<file path="config.mk">
export PLATFORM = sky130hd
export DESIGN_NAME = video_capture_rx
export DESIGN_NICKNAME = d
export VERILOG_FILES = /design/src/rtl/video_pkg.sv /design/src/rtl/rgb565_packer.sv /design/src/rtl/video_capture_rx.sv
export SDC_FILE = /design/constraint.sdc
export NUM_CORES = 1
export LEC_CHECK = 0
export ABC_AREA = 1
export CAP_MARGIN = 30
export CORE_ASPECT_RATIO = 0.8
export CORE_UTILIZATION = 59
export DETAILED_ROUTE_END_ITERATION = 10
export PLACE_DENSITY = 0.92
export SETUP_SLACK_MARGIN = 0.4
export SYNTH_ARGS = -nofsm -noshare
export SYNTH_HDL_FRONTEND = slang
export SYNTH_SLANG_ARGS = --single-unit
</file>
<file path="constraint.sdc">
create_clock -name pixel_clk -period 3.8 [get_ports pixel_clk]
set_input_delay 0.95 -clock pixel_clk [delete_from_list [all_inputs] [get_ports pixel_clk]]
set_output_delay 0.95 -clock pixel_clk [all_outputs]
set_load 0.03 [all_outputs]
</file>
<file path="src/rtl/video_pkg.sv">
// video_pkg: definitions shared by the capture path and the VGA controller.
package video_pkg;

    // Default active frame geometry, shared with the VGA timing generator.
    localparam int H_ACTIVE_DEF = 640;
    localparam int V_ACTIVE_DEF = 480;

    // RGB565 -> 444 bit slices. hi = first byte on the bus, lo = second byte.
    localparam int RGB_R_MSB    = 7;   // R = hi[7:4]
    localparam int RGB_R_LSB    = 4;
    localparam int RGB_G_HI_MSB = 2;   // G = {hi[2:0], lo[7]}
    localparam int RGB_G_HI_LSB = 0;
    localparam int RGB_G_LO_BIT = 7;
    localparam int RGB_B_MSB    = 4;   // B = lo[4:1]
    localparam int RGB_B_LSB    = 1;
    localparam int RGB_CH_BITS  = 4;

    // Capture FSM states.
    typedef enum logic [1:0] {
        ST_WAIT_VS  = 2'd0,
        ST_ARM      = 2'd1,
        ST_CAPTURE  = 2'd2,
        ST_DONE     = 2'd3
    } cap_state_t;

endpackage

</file>
<file path="src/rtl/rgb565_packer.sv">
// rgb565_packer: byte-phase tracking and RGB565 -> 444 packing.
// Emits one pix_valid per completed byte pair, plus a line_end pulse one
// cycle after href drops (so it never coincides with the last pixel) and
// line_odd when that line ended on a dangling high byte.
module rgb565_packer
    import video_pkg::*;
#(
    parameter int WIDTH_COLOR = 12
) (
    input  logic                   pixel_clk,
    input  logic                   rst_n,
    input  logic                   href,
    input  logic [7:0]             data,
    output logic                   pix_valid,
    output logic [WIDTH_COLOR-1:0] pix_data,
    output logic                   line_end,
    output logic                   line_odd
);

    localparam int CH = WIDTH_COLOR / 3;

    logic       href_prev;
    logic       phase;
    logic       phase_now;
    logic [7:0] hi_byte;
    logic [RGB_CH_BITS-1:0] r4, g4, b4;
    logic [CH-1:0]          r_c, g_c, b_c;
    logic       unused_bits;

    // A rising href restarts the pair on the high byte.
    assign phase_now = (href && !href_prev) ? 1'b0 : phase;

    assign r4 = hi_byte[RGB_R_MSB:RGB_R_LSB];
    assign g4 = {hi_byte[RGB_G_HI_MSB:RGB_G_HI_LSB], data[RGB_G_LO_BIT]};
    assign b4 = data[RGB_B_MSB:RGB_B_LSB];

    // 4-bit channels are MSB-aligned into CH bits (identity at CH = 4).
    assign r_c = CH'({r4, 28'b0} >> (32 - CH));
    assign g_c = CH'({g4, 28'b0} >> (32 - CH));
    assign b_c = CH'({b4, 28'b0} >> (32 - CH));

    assign unused_bits = hi_byte[3];

    // Byte phase, high-byte latch, pixel completion and line-end reporting.
    always_ff @(posedge pixel_clk) begin
        if (!rst_n) begin
            href_prev <= 1'b0;
            phase     <= 1'b0;
            hi_byte   <= '0;
            pix_valid <= 1'b0;
            pix_data  <= '0;
            line_end  <= 1'b0;
            line_odd  <= 1'b0;
        end else begin
            href_prev <= href;
            pix_valid <= 1'b0;
            line_end  <= 1'b0;
            if (href) begin
                if (!phase_now) begin
                    hi_byte <= data;
                    phase   <= 1'b1;
                end else begin
                    pix_valid <= 1'b1;
                    pix_data  <= {r_c, g_c, b_c};
                    phase     <= 1'b0;
                end
            end
            if (!href && href_prev) begin
                line_end <= 1'b1;
                line_odd <= phase;
                phase    <= 1'b0;
            end
        end
    end

endmodule

</file>
<file path="src/rtl/video_capture_rx.sv">
// video_capture_rx: camera pixel stream -> linear frame-buffer writes.
// Optional build macro VIDEO_CAPTURE_DOWNSCALE_EN keeps only even x / even y
// pixels and reports halved coordinates; error checks stay full-size.
module video_capture_rx
    import video_pkg::*;
#(
    parameter int WIDTH_COLOR = 12,
    parameter int WIDTH_POS   = 10,
    parameter int H_ACTIVE    = H_ACTIVE_DEF,
    parameter int V_ACTIVE    = V_ACTIVE_DEF,
    parameter int WIDTH_ADDR  = 19
) (
    input  logic                   pixel_clk,
    input  logic                   rst_n,
    input  logic                   vsync_in,
    input  logic                   href_in,
    input  logic [7:0]             data_in,
    output logic                   wr_en,
    output logic [WIDTH_ADDR-1:0]  wr_addr,
    output logic [WIDTH_COLOR-1:0] wr_data,
    output logic [WIDTH_POS-1:0]   xpos,
    output logic [WIDTH_POS-1:0]   ypos,
    output logic                   busy,
    output logic                   frame_done,
    output logic                   frame_err
);

    localparam logic [WIDTH_POS-1:0] H_LIM   = WIDTH_POS'(H_ACTIVE);
    localparam logic [WIDTH_POS-1:0] V_LIM   = WIDTH_POS'(V_ACTIVE);
    localparam logic [WIDTH_POS-1:0] POS_MAX = '1;

    logic                   vsync_q, href_q, vsync_prev;
    logic [7:0]             data_q;
    cap_state_t             state, state_next;
    logic                   frame_start;
    logic                   href_gated;
    logic                   pix_valid;
    logic [WIDTH_COLOR-1:0] pix_data;
    logic                   line_end, line_odd;
    logic [WIDTH_POS-1:0]   x_cnt, y_cnt, y_final;
    logic [WIDTH_POS-1:0]   x_out, y_out;
    logic [WIDTH_ADDR-1:0]  addr;
    logic                   err, line_bad, keep;

    // Input register stage; everything downstream uses the _q copies.
    always_ff @(posedge pixel_clk) begin
        if (!rst_n) begin
            vsync_q    <= 1'b0;
            href_q     <= 1'b0;
            data_q     <= '0;
            vsync_prev <= 1'b0;
        end else begin
            vsync_q    <= vsync_in;
            href_q     <= href_in;
            data_q     <= data_in;
            vsync_prev <= vsync_q;
        end
    end

    // State register.
    always_ff @(posedge pixel_clk) begin
        if (!rst_n) state <= ST_WAIT_VS;
        else        state <= state_next;
    end

    // Next-state: arm on vsync high, start on its fall, close on its rise.
    always_comb begin
        state_next  = state;
        frame_start = 1'b0;
        case (state)
            ST_WAIT_VS: if (vsync_q) state_next = ST_ARM;
            ST_ARM: begin
                if (vsync_prev && !vsync_q) begin
                    state_next  = ST_CAPTURE;
                    frame_start = 1'b1;
                end
            end
            ST_CAPTURE: if (vsync_q && !vsync_prev) state_next = ST_DONE;
            ST_DONE:    state_next = ST_ARM;
            default:    state_next = ST_WAIT_VS;
        endcase
    end

    assign busy = (state == ST_CAPTURE);

    // href during blanking or outside capture never reaches the packer.
    assign href_gated = href_q && !vsync_q && (state == ST_CAPTURE);

    rgb565_packer #(
        .WIDTH_COLOR (WIDTH_COLOR)
    ) u_packer (
        .pixel_clk (pixel_clk),
        .rst_n     (rst_n),
        .href      (href_gated),
        .data      (data_q),
        .pix_valid (pix_valid),
        .pix_data  (pix_data),
        .line_end  (line_end),
        .line_odd  (line_odd)
    );

    // Write qualification, line error and the saturating line count at a line end.
    always_comb begin
        keep = (x_cnt < H_LIM) && (y_cnt < V_LIM);
`ifdef VIDEO_CAPTURE_DOWNSCALE_EN
        keep = keep && !x_cnt[0] && !y_cnt[0];
`endif
        line_bad = line_end && (line_odd || (x_cnt != H_LIM));
        y_final  = y_cnt;
        if (line_end && (y_cnt != POS_MAX)) y_final = y_cnt + WIDTH_POS'(1);
    end

`ifdef VIDEO_CAPTURE_DOWNSCALE_EN
    assign x_out = x_cnt >> 1;
    assign y_out = y_cnt >> 1;
`else
    assign x_out = x_cnt;
    assign y_out = y_cnt;
`endif

    // Pixel/line/address counters and the sticky frame error flag.
    always_ff @(posedge pixel_clk) begin
        if (!rst_n) begin
            x_cnt <= '0;
            y_cnt <= '0;
            addr  <= '0;
            err   <= 1'b0;
        end else if (frame_start) begin
            x_cnt <= '0;
            y_cnt <= '0;
            addr  <= '0;
            err   <= 1'b0;
        end else begin
            if (pix_valid) begin
                if (keep) addr <= addr + WIDTH_ADDR'(1);
                if (x_cnt != POS_MAX) x_cnt <= x_cnt + WIDTH_POS'(1);
            end
            if (line_end) begin
                x_cnt <= '0;
                y_cnt <= y_final;
                if (line_bad) err <= 1'b1;
            end
        end
    end

    // Registered write port and end-of-frame report.
    always_ff @(posedge pixel_clk) begin
        if (!rst_n) begin
            wr_en      <= 1'b0;
            wr_addr    <= '0;
            wr_data    <= '0;
            xpos       <= '0;
            ypos       <= '0;
            frame_done <= 1'b0;
            frame_err  <= 1'b0;
        end else begin
            wr_en <= pix_valid && keep;
            if (pix_valid && keep) begin
                wr_addr <= addr;
                wr_data <= pix_data;
                xpos    <= x_out;
                ypos    <= y_out;
            end
            frame_done <= (state == ST_DONE);
            frame_err  <= (state == ST_DONE) && (err || line_bad || (y_final != V_LIM));
        end
    end

endmodule

</file>
Yosys cells after proc, flatten, opt, wreduce, memory -nomap -nowiden --
Index checks and enable logic that the tools add are counted.
Operators by class: order comparisons 2, eq/ne operators 10, $add $sub $neg 3, bitwise gates (word level) 2, reductions and logical operators 29, mux-type cells 11
Operators with widths (number):
- $ne 10x10->1 const B | 3
- $add 10x1->10 const B | 2
- $add 19x1->19 const B | 1
- $reduce_and 2->1 | 6
- $logic_and 1x1->1 | 11
- $lt 10x10->1 const B | 1
- $lt 10x9->1 const B | 1
- $mux 10 | 1
- $ne 10x9->1 const B | 1
- $pmux 2 s4 | 1
- $mux 1 | 6
- $mux 2 | 3
- $eq 2x2->1 const B | 2
- $logic_not 1->1 | 4
- $ne 2x2->1 const B | 2
- $reduce_or 2->1 | 2
- $logic_or 1x1->1 | 3
- $reduce_and 3->1 | 1
- $reduce_or 3->1 | 1
- $eq 2x1->1 const B | 1
- $logic_not 2->1 | 1
- $ne 2x1->1 const B | 1
- $not 1->1 | 2
Storage, ports and cells: output and inout bits 55, bits of input ports 12, register bits after elaboration 132, logic and storage cells 80

Longest topological paths before layout --
Gate-level depths: netlist of run 1.
depth after elaboration 7, gate-level depth with buffers 14, depth with buffers taken out 13

Cells and area by module --
From an unflattened synthesis of run 1, not the netlist that was laid out.
Unflattened totals: cells, all modules 740, area total of the unflattened synthesis 5481.5 µm²
Modules (own cells, without submodules):
- video_capture_rx | sequential area each 2142.1 µm², times used 1, area each 4491.8 µm², cells each 600
- rgb565_packer | sequential area each 480.5 µm², times used 1, area each 989.7 µm², cells each 140

Least setup slack after synthesis of run 1 --
No wires, ideal clock.
kind register to output, start point register state[0], end point output busy, required time 2.850 ns, buffers on the path 0, path slack 2.061 ns, stages on the path, launching flop included 3, arrival 0.789 ns, path through dfxtp_1 inv_1 ha_1
On the way: longest elaborated chain between the ends 1
RTL lines:
- from (decl) | RTL line video_capture_rx.sv:34 | cap_state_t state, state_next;
- from (signal assigned) | RTL line video_capture_rx.sv:63 | else state <= state_next;
- $eq 2x2->1 | RTL line video_capture_rx.sv:84 | assign busy = (state == ST_CAPTURE);
- to (decl) | RTL line video_capture_rx.sv:23 | output logic busy,
Every way passes these cells.

Worst setup path after layout of run 1 --
Same ends and word-level chain as after synthesis.

==> impl_metrics.csv, run 1 <==
group,metric,value,unit
sta,fmax,0.343,GHz
die,die_y,86.7,µm
run_status,status,"finished, final reports clean",
final_layout,layout_common_cells,"150 x nand2_1, 131 x dfxtp_1, 81 x nor2_1",
die,die_area,9350,µm²
grt,grt_max_degree,50,
worst_setup_path,required,2850,ps
pwr,p_leak,0.00265,µW
clock_tree,cts-root-buf,"clkbuf_8",
sta,timing.setup.tns,0,ps
die,coreArea,8600,µm²
routing,ant_nets,0,
worst_hold_path,min_path_type,"register to register",
sta,worst_pin_slew,915,ps
routing,vias_per_cell,5.56,
clock_tree,post_cts_buffers,0,
placement,routabilityCongestion,0.878,
final_layout,fin_nets,783,
job,drv_cap,0,
sta,whs,459,ps
grt,grt_pass1_wl,20900,µm
sta,hold_viol,0,
grt,antenna_found_initial,0,
grt,grt_busiest_layer,"met2",
routing,drt_iter0_markers,389,
sta,fin_crit_sh,76.8,%
grt,grt_use_met1,34.9,%
final_layout,layout_commonest_cell,"nand2_1",
final_layout,fin_util,75.8,%
sta,finalSetupViolCount,0,
grt,grt_pass1_vias,4597,
sta,maxSlewViolCount,0,
yosys,syn_nets,721,
worst_setup_path,cp_data_arrival_time,1970,ps
clock_tree,clk_path_buf_depth,2,
worst_setup_path,cp-start-kind,"register",
clock_tree,clk_pin_slew,60,ps
sta,rsz0062_at_grt,"no",
clock_tree,post_cts_resized,0,
yosys,syn_inst,700,
routing,wl,12900,µm
die,start_util,61.6,%
sta,skew,7.99,ps
worst_setup_path,worstSetupPathType,"register to primary output",
clock_tree,clock_latency,530,ps
clock_tree,cts_tree,"done",
yosys,synth_edf_count,0,
placement,dp_cells,855,
final_layout,diodes,0,
final_layout,fin_cells,886,
clock_tree,h-tree-depth,4,
yosys,ys.flop_type,"dfxtp_1",
grt,grtUsageMet3,8.50,%
yosys,async_flop_share,0,%
routing,dr.pass1.iters,5,
placement,port_buffers,66,
die,rows,30,
yosys,syn_area_per_cell,7.56,µm²
clock_tree,clock-sinks,131,
yosys,synth_area,5290,µm²
pwr,power.density,467,nW/µm²
grt,grt_use_met2,48.8,%
final_layout,drive_gt1_share,7.75,%
yosys,yosysWarnings,0,
pwr,ir_drop,0.390,mV
final_layout,fillerInstances,591,
routing,vias,4925,
yosys,synthDistinctLibCells,31,
worst_setup_path,endpoint_kind,"primary output",
clock_tree,cts_buffers,17,
grt,grt_usage,29.2,%
pwr,power.total,3040,µW
worst_setup_path,path_max_fanout,5,
routing,drc,0,
grt,grt_overflow,0,
final_layout,areaGrowthSynthToFinish,23.2,%
placement,dp_hpwl,8320,µm
sta,maxSlewHeadroom,39.0,%
die,pin_count,67,
clock_tree,postCtsHoldBufs,0,
routing,wl_per_cell,14.6,µm
yosys,ys_ff_latch,131,
die,dieWidth,108,µm
sta,finalCriticalPeriod,2920,ps
yosys,yosysSeqAreaShare,49.6,%
registers in the layout, indices dropped and copies added (netlist names), 2 cells and up:
name,flops
u_packer.pix_data,12
wr_addr,19
data_q,8
u_packer.hi_byte,7
wr_data,12
addr,19
x_cnt,10
ypos,10
xpos,10
y_cnt,10
state,2
final cells by class:
| cell class | instances | area (µm²) | share of cell area, % |
|---|---|---|---|
| clock buffer | 19 | 442 | 6.78 |
| clock inverter | 12 | 101 | 1.55 |
| inverter | 82 | 308 | 4.72 |
| multi-input combinational | 460 | 2220 | 34.0 |
| sequential | 131 | 2620 | 40.2 |
| tap | 112 | 140 | 2.15 |
| timing repair buffer | 70 | 686 | 10.5 |
where the power goes:
part,switching [µW],internal (µW)
Clock,623,843
Combinational,105,56.4
Sequential,18.1,1400
path summary, 6_finish.rpt:
kind / start / endpoint / slack (ps) / cells after the start
max: state[0]$_SDFFE_PN0P_ / busy / 880 / 3
min: ypos[9]$_SDFFE_PN0P_ / ypos[9]$_SDFFE_PN0P_ / 460 / 2
max reg2reg: y_cnt[9]$_SDFFE_PP0P_ / xpos[8]$_SDFFE_PN0P_ / 1300 / 9
min reg2reg: ypos[9]$_SDFFE_PN0P_ / ypos[9]$_SDFFE_PN0P_ / 460 / 2
cells by family after synthesis:
family	synth area share, %
DFF	49.6
buffers and inverters	8.49
and+or+nand+nor	25.3
xor gates and xnor gates	0.828
adders and majority gates	2.13
AOI/OAI and AO/OA	13.6
Yosys cell counts, types with 5 or more instances:
library cell | instances | share of area [%]
ha_1 | 9 | 2.1
buf_4 | 5 | 0.71
inv_2 | 5 | 0.35
nor3_1 | 16 | 1.5
a21oi_1 | 78 | 7.4
nand4_1 | 9 | 1.1
o21ai_0 | 59 | 5.6
xor2_1 | 5 | 0.83
nor2_1 | 81 | 5.7
buf_2 | 5 | 0.47
clkbuf_1 | 15 | 1.1
nand3_1 | 23 | 2.2
nand2_1 | 150 | 11
dfxtp_1 | 131 | 50
inv_1 | 77 | 5.5
worst max-delay path, cell delays in order, from the launching register on:
cell	delay (ps)
dfxtp_1	340
inv_1	110
ha_1	280
clkdlybuf4s50_1	710
layer usage:
layer	up-vias	wire, µm
met5	-	0
met4	0	322
met3	33	976
met2	214	6280
met1	2298	5330
li1	2380	-
through the flow:
| stage | setup slack [ps] | cell area (µm²) |
|---|---|---|
| 6_report | 883 | 6520 |
| 5_1_grt | 802 | 6520 |
| 3_5_place_dp | 1440 | 5980 |
| 3_3_place_gp | 1520 | 5980 |
| 4_1_cts | 875 | 6520 |
| 2_1_floorplan | 2060 | 5290 |
Power figures use the tool's default switching activity.
==> run 2: changes to the inputs <==
--- a/config.mk
+++ b/config.mk
@@ -8,9 +8,9 @@
 export ABC_AREA = 1
 export CAP_MARGIN = 30
 export CORE_ASPECT_RATIO = 0.8
-export CORE_UTILIZATION = 59
+export CORE_UTILIZATION = 50
 export DETAILED_ROUTE_END_ITERATION = 10
-export PLACE_DENSITY = 0.92
+export PLACE_DENSITY = 0.84
 export SETUP_SLACK_MARGIN = 0.4
 export SYNTH_ARGS = -nofsm -noshare
 export SYNTH_HDL_FRONTEND = slang
==> constraint.sdc (replaced) <==
create_clock -name pixel_clk -period 2.6 [get_ports pixel_clk]
set_input_delay 0.65 -clock pixel_clk [delete_from_list [all_inputs] [get_ports pixel_clk]]
set_output_delay 0.65 -clock pixel_clk [all_outputs]
set_load 0.03 [all_outputs]
==> run 2 against run 1 <==
Net effect:
- sequential cell count stayed put
- utilization is 11 points lower
- critical endpoint is now wr_addr[14]
- worst setup slack worse by 400 ps
- routed wire length is 8.5% lower
- via count is 5.1% lower
- largest cell class unchanged
==> impl_metrics.csv, run 2 (synthesized netlist as in run 1, its figures left out) <==
group,metric,value,unit
sta,finalSetupViolCount,0,
grt,grt_pass1_wl,20200,µm
clock_tree,clk_path_buf_depth,2,
sta,skew,12.3,ps
placement,post-place-ws,572,ps
worst_setup_path,path_cells,"clkdlybuf4s50_1",
worst_setup_path,endpoint_kind,"primary output",
sta,setup_slack,486,ps
worst_setup_path,required,1950,ps
sta,fmax,0.473,GHz
placement,placed_area,6040,µm²
run_status,status,"finished, final reports clean",
final_layout,drive_gt1_share,8.47,%
pwr,intPower,3640,µW
worst_setup_path,crit_family,"buffers and inverters",
die,pin_count,67,
grt,antenna_found_initial,0,
sta,timing.setup.tns,0,ps
sta,whs,443,ps
final_layout,layout_commonest_cell,"nand2_1",
pwr,ir_drop,0.571,mV
placement,dp_hpwl,8080,µm
grt,grt_overflow,0,
worst_setup_path,cp_data_arrival_time,1460,ps
routing,wl,11800,µm
worst_setup_path,endpoint,"wr_addr[14]",
grt,grt_pass1_vias,4485,
job,drv_cap,0,
worst_setup_path,critPathMaxStageDelay,700,ps
pwr,p_sw_share,22.9,%
worst_setup_path,crit_start,"wr_addr[14]$_SDFFE_PN0P_",
sta,maxSlewViolCount,0,
final_layout,areaGrowthSynthToFinish,25.6,%
grt,grt_usage,24.1,%
sta,hold_viol,0,
final_layout,ff_latch_area,2620,µm²
routing,wl_per_cell,12.8,µm
clock_tree,clock_latency,420,ps
worst_setup_path,slowest_stage,"clkdlybuf4s50_1",
final_layout,diodes,0,
worst_setup_path,ff2ff_path_depth,9,
final_layout,reg_top3,"addr (19), wr_addr (19)",
grt,grt_max_degree,41,
routing,ant_nets,0,
worst_setup_path,path_max_fanout,2,
sta,finalCriticalPeriod,2110,ps
sta,maxSlewHeadroom,63.8,%
placement,routabilityCongestion,0.848,
die,start_util,51.5,%
routing,drc,0,
worst_setup_path,r2r_setup_slack,670,ps
pwr,p_leak,0.00269,µW
pwr,combPwrFrac,4.8,%
routing,drt_iter0_markers,329,
worst_setup_path,crit_cells,1,
worst_setup_path,reg2reg_from,"y_cnt[6]$_SDFFE_PP0P_",
routing,vias_per_cell,5.08,
pwr,pwr-share-seq,44.0,%
pwr,p_switching,1080,µW
die,die_y,94.0,µm
final_layout,finalInstanceArea,6640,µm²
clock_tree,clock-sinks,131,
clock_tree,post_cts_buffers,0,
clock_tree,clk_pin_slew,60,ps
final_layout,multi_input_area,2220,µm²
placement,dp_cells,887,
worst_setup_path,cp-start-kind,"register",
sta,rsz0062_at_grt,"no",
final_layout,fin_nets,787,
sta,worst_pin_slew,543,ps
clock_tree,cts-root-buf,"clkbuf_16",
routing,vias,4673,
final_layout,layout_common_cells,"150 x nand2_1, 131 x dfxtp_1, 81 x nor2_1",
placement,port_buffers,66,
clock_tree,cts_buffers,17,
worst_setup_path,worstSetupPathType,"register to primary output",
die,coreArea,10300,µm²
clock_tree,h-tree-depth,4,
final_layout,fin_cells,919,
worst_hold_path,min_path_type,"register to register",
routing,dr.pass1.iters,5,
die,die_area,11000,µm²
clock_tree,postCtsHoldBufs,0,
pwr,p_clk_share,51.3,%
die,rows,33,
clock_tree,cts_tree,"done",
sta,fin_crit_sh,81.3,%
pwr,power.density,709,nW/µm²
worst_setup_path,cp_num_buf_inv,1,
die,dieWidth,117,µm
worst_setup_path,regToRegEndpoint,"addr[5]$_SDFFE_PP0P_",
final_layout,fillerInstances,805,
==> run 2: how the worst min path moves through the flow <==
stage,from,endpoint,slack [ps],depth (start not counted)
floorplan,vsync_q$_SDFF_PN0_,vsync_prev$_SDFF_PN0_,410,2
global placement,vsync_q$_SDFF_PN0_,vsync_prev$_SDFF_PN0_,420,2
detailed placement,vsync_q$_SDFF_PN0_,vsync_prev$_SDFF_PN0_,430,2
CTS,vsync_q$_SDFF_PN0_,vsync_prev$_SDFF_PN0_,440,2
global route,data_q[3]$_SDFF_PN0_,u_packer.pix_data[2]$_SDFFE_PN0P_,480,2
finish,vsync_q$_SDFF_PN0_,vsync_prev$_SDFF_PN0_,440,2
==> run 2: timing repair <==
action                                  4_1_cts  5_1_grt
endpoints found under the setup margin        1        1
gates resized for setup                       2        1
pin swaps                                     0        0
==> run 2: power by group through the flow <==
stage               Sequential [µW]  Clock [µW]  Combinational [µW]
finish                         2070        2420                 225
global route                   2080        2540                 261
CTS                            2070        2460                 229
detailed placement             2120           0                 231
global placement               2110           0                 214
floorplan                      2110           0                 149
==> run 2: metrics by stage <==
stage	power (µW)	util, %
global placement	2330	58.8
floorplan	2260	-
detailed placement	2350	58.8
CTS	4760	64.7
finish	4710	64.6
global route	4880	64.6
==> run 2: per-layer routing <==
layer / up-vias / share of wire (%) / global-route usage, %
met3: 30 / 4.3 / 6.13
met2: 123 / 47 / 39.3
met4: 0 / 2.6 / 12.9
met5: - / 0 / 0
met1: 2140 / 46 / 29.0
li1: 2380 / - / -
==> run 2: worst reg2reg max path: cells and delay by family (launching register included) <==
kind	cells	cell delay, ps
AOI/OAI and AO/OA	1	270
buffers and inverters	2	440
DFF	1	350
and+or+nand+nor	6	790
==> run 2: area by class of cell <==
type	count	share of cell area (%)
repair buffers	74	10.7
flip-flops and latches	131	39.5
clock buffers	17	6.40
multi-input cells	460	33.4
well taps	140	2.64
clock inverters	15	2.75
inverters	82	4.63
==> run 3: changes to the inputs <==
==> constraint.sdc (replaced) <==
create_clock -name pixel_clk -period 1.9 [get_ports pixel_clk]
set_input_delay 0.475 -clock pixel_clk [delete_from_list [all_inputs] [get_ports pixel_clk]]
set_output_delay 0.475 -clock pixel_clk [all_outputs]
set_load 0.03 [all_outputs]
==> run 3 against run 2 <==
Net effect:
- critical path depth is 11 higher
- worst setup slack got worse by 360 ps
- final cell count grew 4.6%
- global-route usage up 1.3 points
- critical endpoint is now frame_err$_SDFF_PN0_
- sequential share of layout area down 2.2 points
- clock power is 35% higher
- largest power group unchanged
- sequential cell count stayed put
- sequential power up 37%
- register-to-register slack worse by 540 ps
- non-clock buffer count up 41
- utilization rose by 4.4 points
==> impl_metrics.csv, run 3 (synthesized netlist as in run 1, its figures left out) <==
group,metric,value,unit
routing,dr.pass1.iters,5,
final_layout,diodes,0,
sta,fmax,0.564,GHz
worst_setup_path,cp-start-kind,"register",
sta,finalCriticalPeriod,1770,ps
grt,grt_max_degree,36,
pwr,power.density,927,nW/µm²
worst_setup_path,endpoint_kind,"register",
clock_tree,postCtsHoldBufs,0,
clock_tree,cts-root-buf,"clkbuf_16",
grt,grt_usage,25.4,%
routing,drt_iter0_markers,299,
grt,grt_pass1_wl,21500,µm
sta,fin_crit_sh,93.3,%
clock_tree,clk_path_buf_depth,2,
clock_tree,clk_pin_slew,60,ps
grt,antenna_found_initial,0,
sta,hold_viol,0,
routing,drc,0,
sta,skew,11.2,ps
placement,port_buffers,66,
placement,routabilityCongestion,0.892,
worst_hold_path,min_path_type,"input port to register",
routing,vias,5192,
die,pin_count,67,
sta,finalSetupViolCount,0,
final_layout,areaGrowthSynthToFinish,34.2,%
routing,wl,14700,µm
pwr,p_leak,0.00317,µW
sta,rsz0062_at_grt,"yes",
final_layout,layout_commonest_cell,"nand2_1",
worst_setup_path,worstSetupPathType,"register to register",
clock_tree,cts_buffers,17,
routing,vias_per_cell,5.40,
job,drv_cap,0,
final_layout,fin_nets,829,
worst_setup_path,required,2220,ps
clock_tree,h-tree-depth,4,
routing,wl_per_cell,15.3,µm
clock_tree,clock_latency,420,ps
die,die_y,94.0,µm
final_layout,drive_gt1_share,27.4,%
clock_tree,clock-sinks,131,
placement,dp_hpwl,8600,µm
pwr,power.total,6580,µW
die,rows,33,
final_layout,reg_top3,"addr (19), wr_addr (19)",
routing,ant_nets,0,
die,dieWidth,117,µm
sta,worst_pin_slew,308,ps
pwr,ir_drop,0.596,mV
final_layout,layout_common_cells,"141 x nand2_1, 113 x dfxtp_1, 75 x a21oi_1",
die,die_area,11000,µm²
clock_tree,cts_tree,"done",
sta,maxSlewViolCount,0,
grt,grt_overflow,0,
worst_setup_path,cp_data_arrival_time,2100,ps
sta,timing.setup.tns,0,ps
die,coreArea,10300,µm²
grt,grt_pass1_vias,4757,
worst_setup_path,path_max_fanout,3,
die,start_util,51.5,%
sta,maxSlewHeadroom,79.3,%
run_status,status,"finished, final reports clean",
## run 3: cell count changes in the layout (fill, tap and decap cells not counted), moves of 17 or more
cell             previous run  this run
buf_2                       1        53
o21ai_0                    59        40
buf_4                       8        38
o21ai_1                     3        20
dfxtp_1                   131       113
clkdlybuf4s50_1            64        10
## run 3: layer usage
layer | GRT usage (%) | part of all wire (%) | up-vias
li1 | - | - | 2479
met1 | 29.7 | 41 | 2443
met2 | 42.4 | 50 | 224
met3 | 7.16 | 6.7 | 46
met4 | 12.7 | 2.9 | 0
met5 | 0 | 0 | -
## run 3: what timing repair did
action | CTS | global route
pin swaps | 8 | 19
cloned | 1 | 2
setup endpoints to repair | 145 | 96
gates resized for setup | 319 | 80
buffers inserted | 18 | 13
## run 3: final timing paths
path | start | to | slack (ps) | cells past startpoint
worst max register to register | y_cnt[1]$_SDFFE_PP0P_ | frame_err$_SDFF_PN0_ | 130 | 12
worst min-delay path | rst_n | err$_SDFFE_PP0P_ | 410 | 3
worst max-delay path | y_cnt[1]$_SDFFE_PP0P_ | frame_err$_SDFF_PN0_ | 130 | 12
worst min register to register | vsync_q$_SDFF_PN0_ | vsync_prev$_SDFF_PN0_ | 440 | 2
## run 3: cell type report
class | count | area [µm²]
clock inverter | 15 | 169
multi-input combinational | 460 | 2480
tap | 140 | 175
sequential | 131 | 2650
inverter | 82 | 324
clock buffer | 17 | 425
timing repair buffer | 115 | 873
timing repair inverter | 1 | 7.51
fill | 759 | 3180
## run 3: report_power, final
group          switching [µW]  internal [µW]
clock                    1300           1960
combinational             267            206
sequential               42.6           2800
total                    1610           4970
## run 3: worst max-delay path: stages, from the launching register on
cell and delay, ps:
dfxtp_2 340, ha_4 170, nand2_4 80, nor2_4 50, buf_4 140, nand4_1 170, nand2_1 170, nor2_1 170
nand2_1 70, nor2_1 100, nand3_1 110, nand2_1 70, inv_1 30
## run 3: metrics by stage
step / hold WS, ps / utilization [%] / setup slack [ps] / area [µm²] / std cells
4_1_cts: 407 / 65.5 / 302 / 6730 / 946
5_1_grt: 422 / 69.1 / 80.8 / 7100 / 961
6_report: 414 / 69.1 / 126 / 7100 / 961
2_1_floorplan: 413 / - / 392 / 5320 / 700
3_5_place_dp: 433 / 59.7 / 95.6 / 6140 / 895
3_3_place_gp: 422 / 59.7 / 147 / 6140 / 895
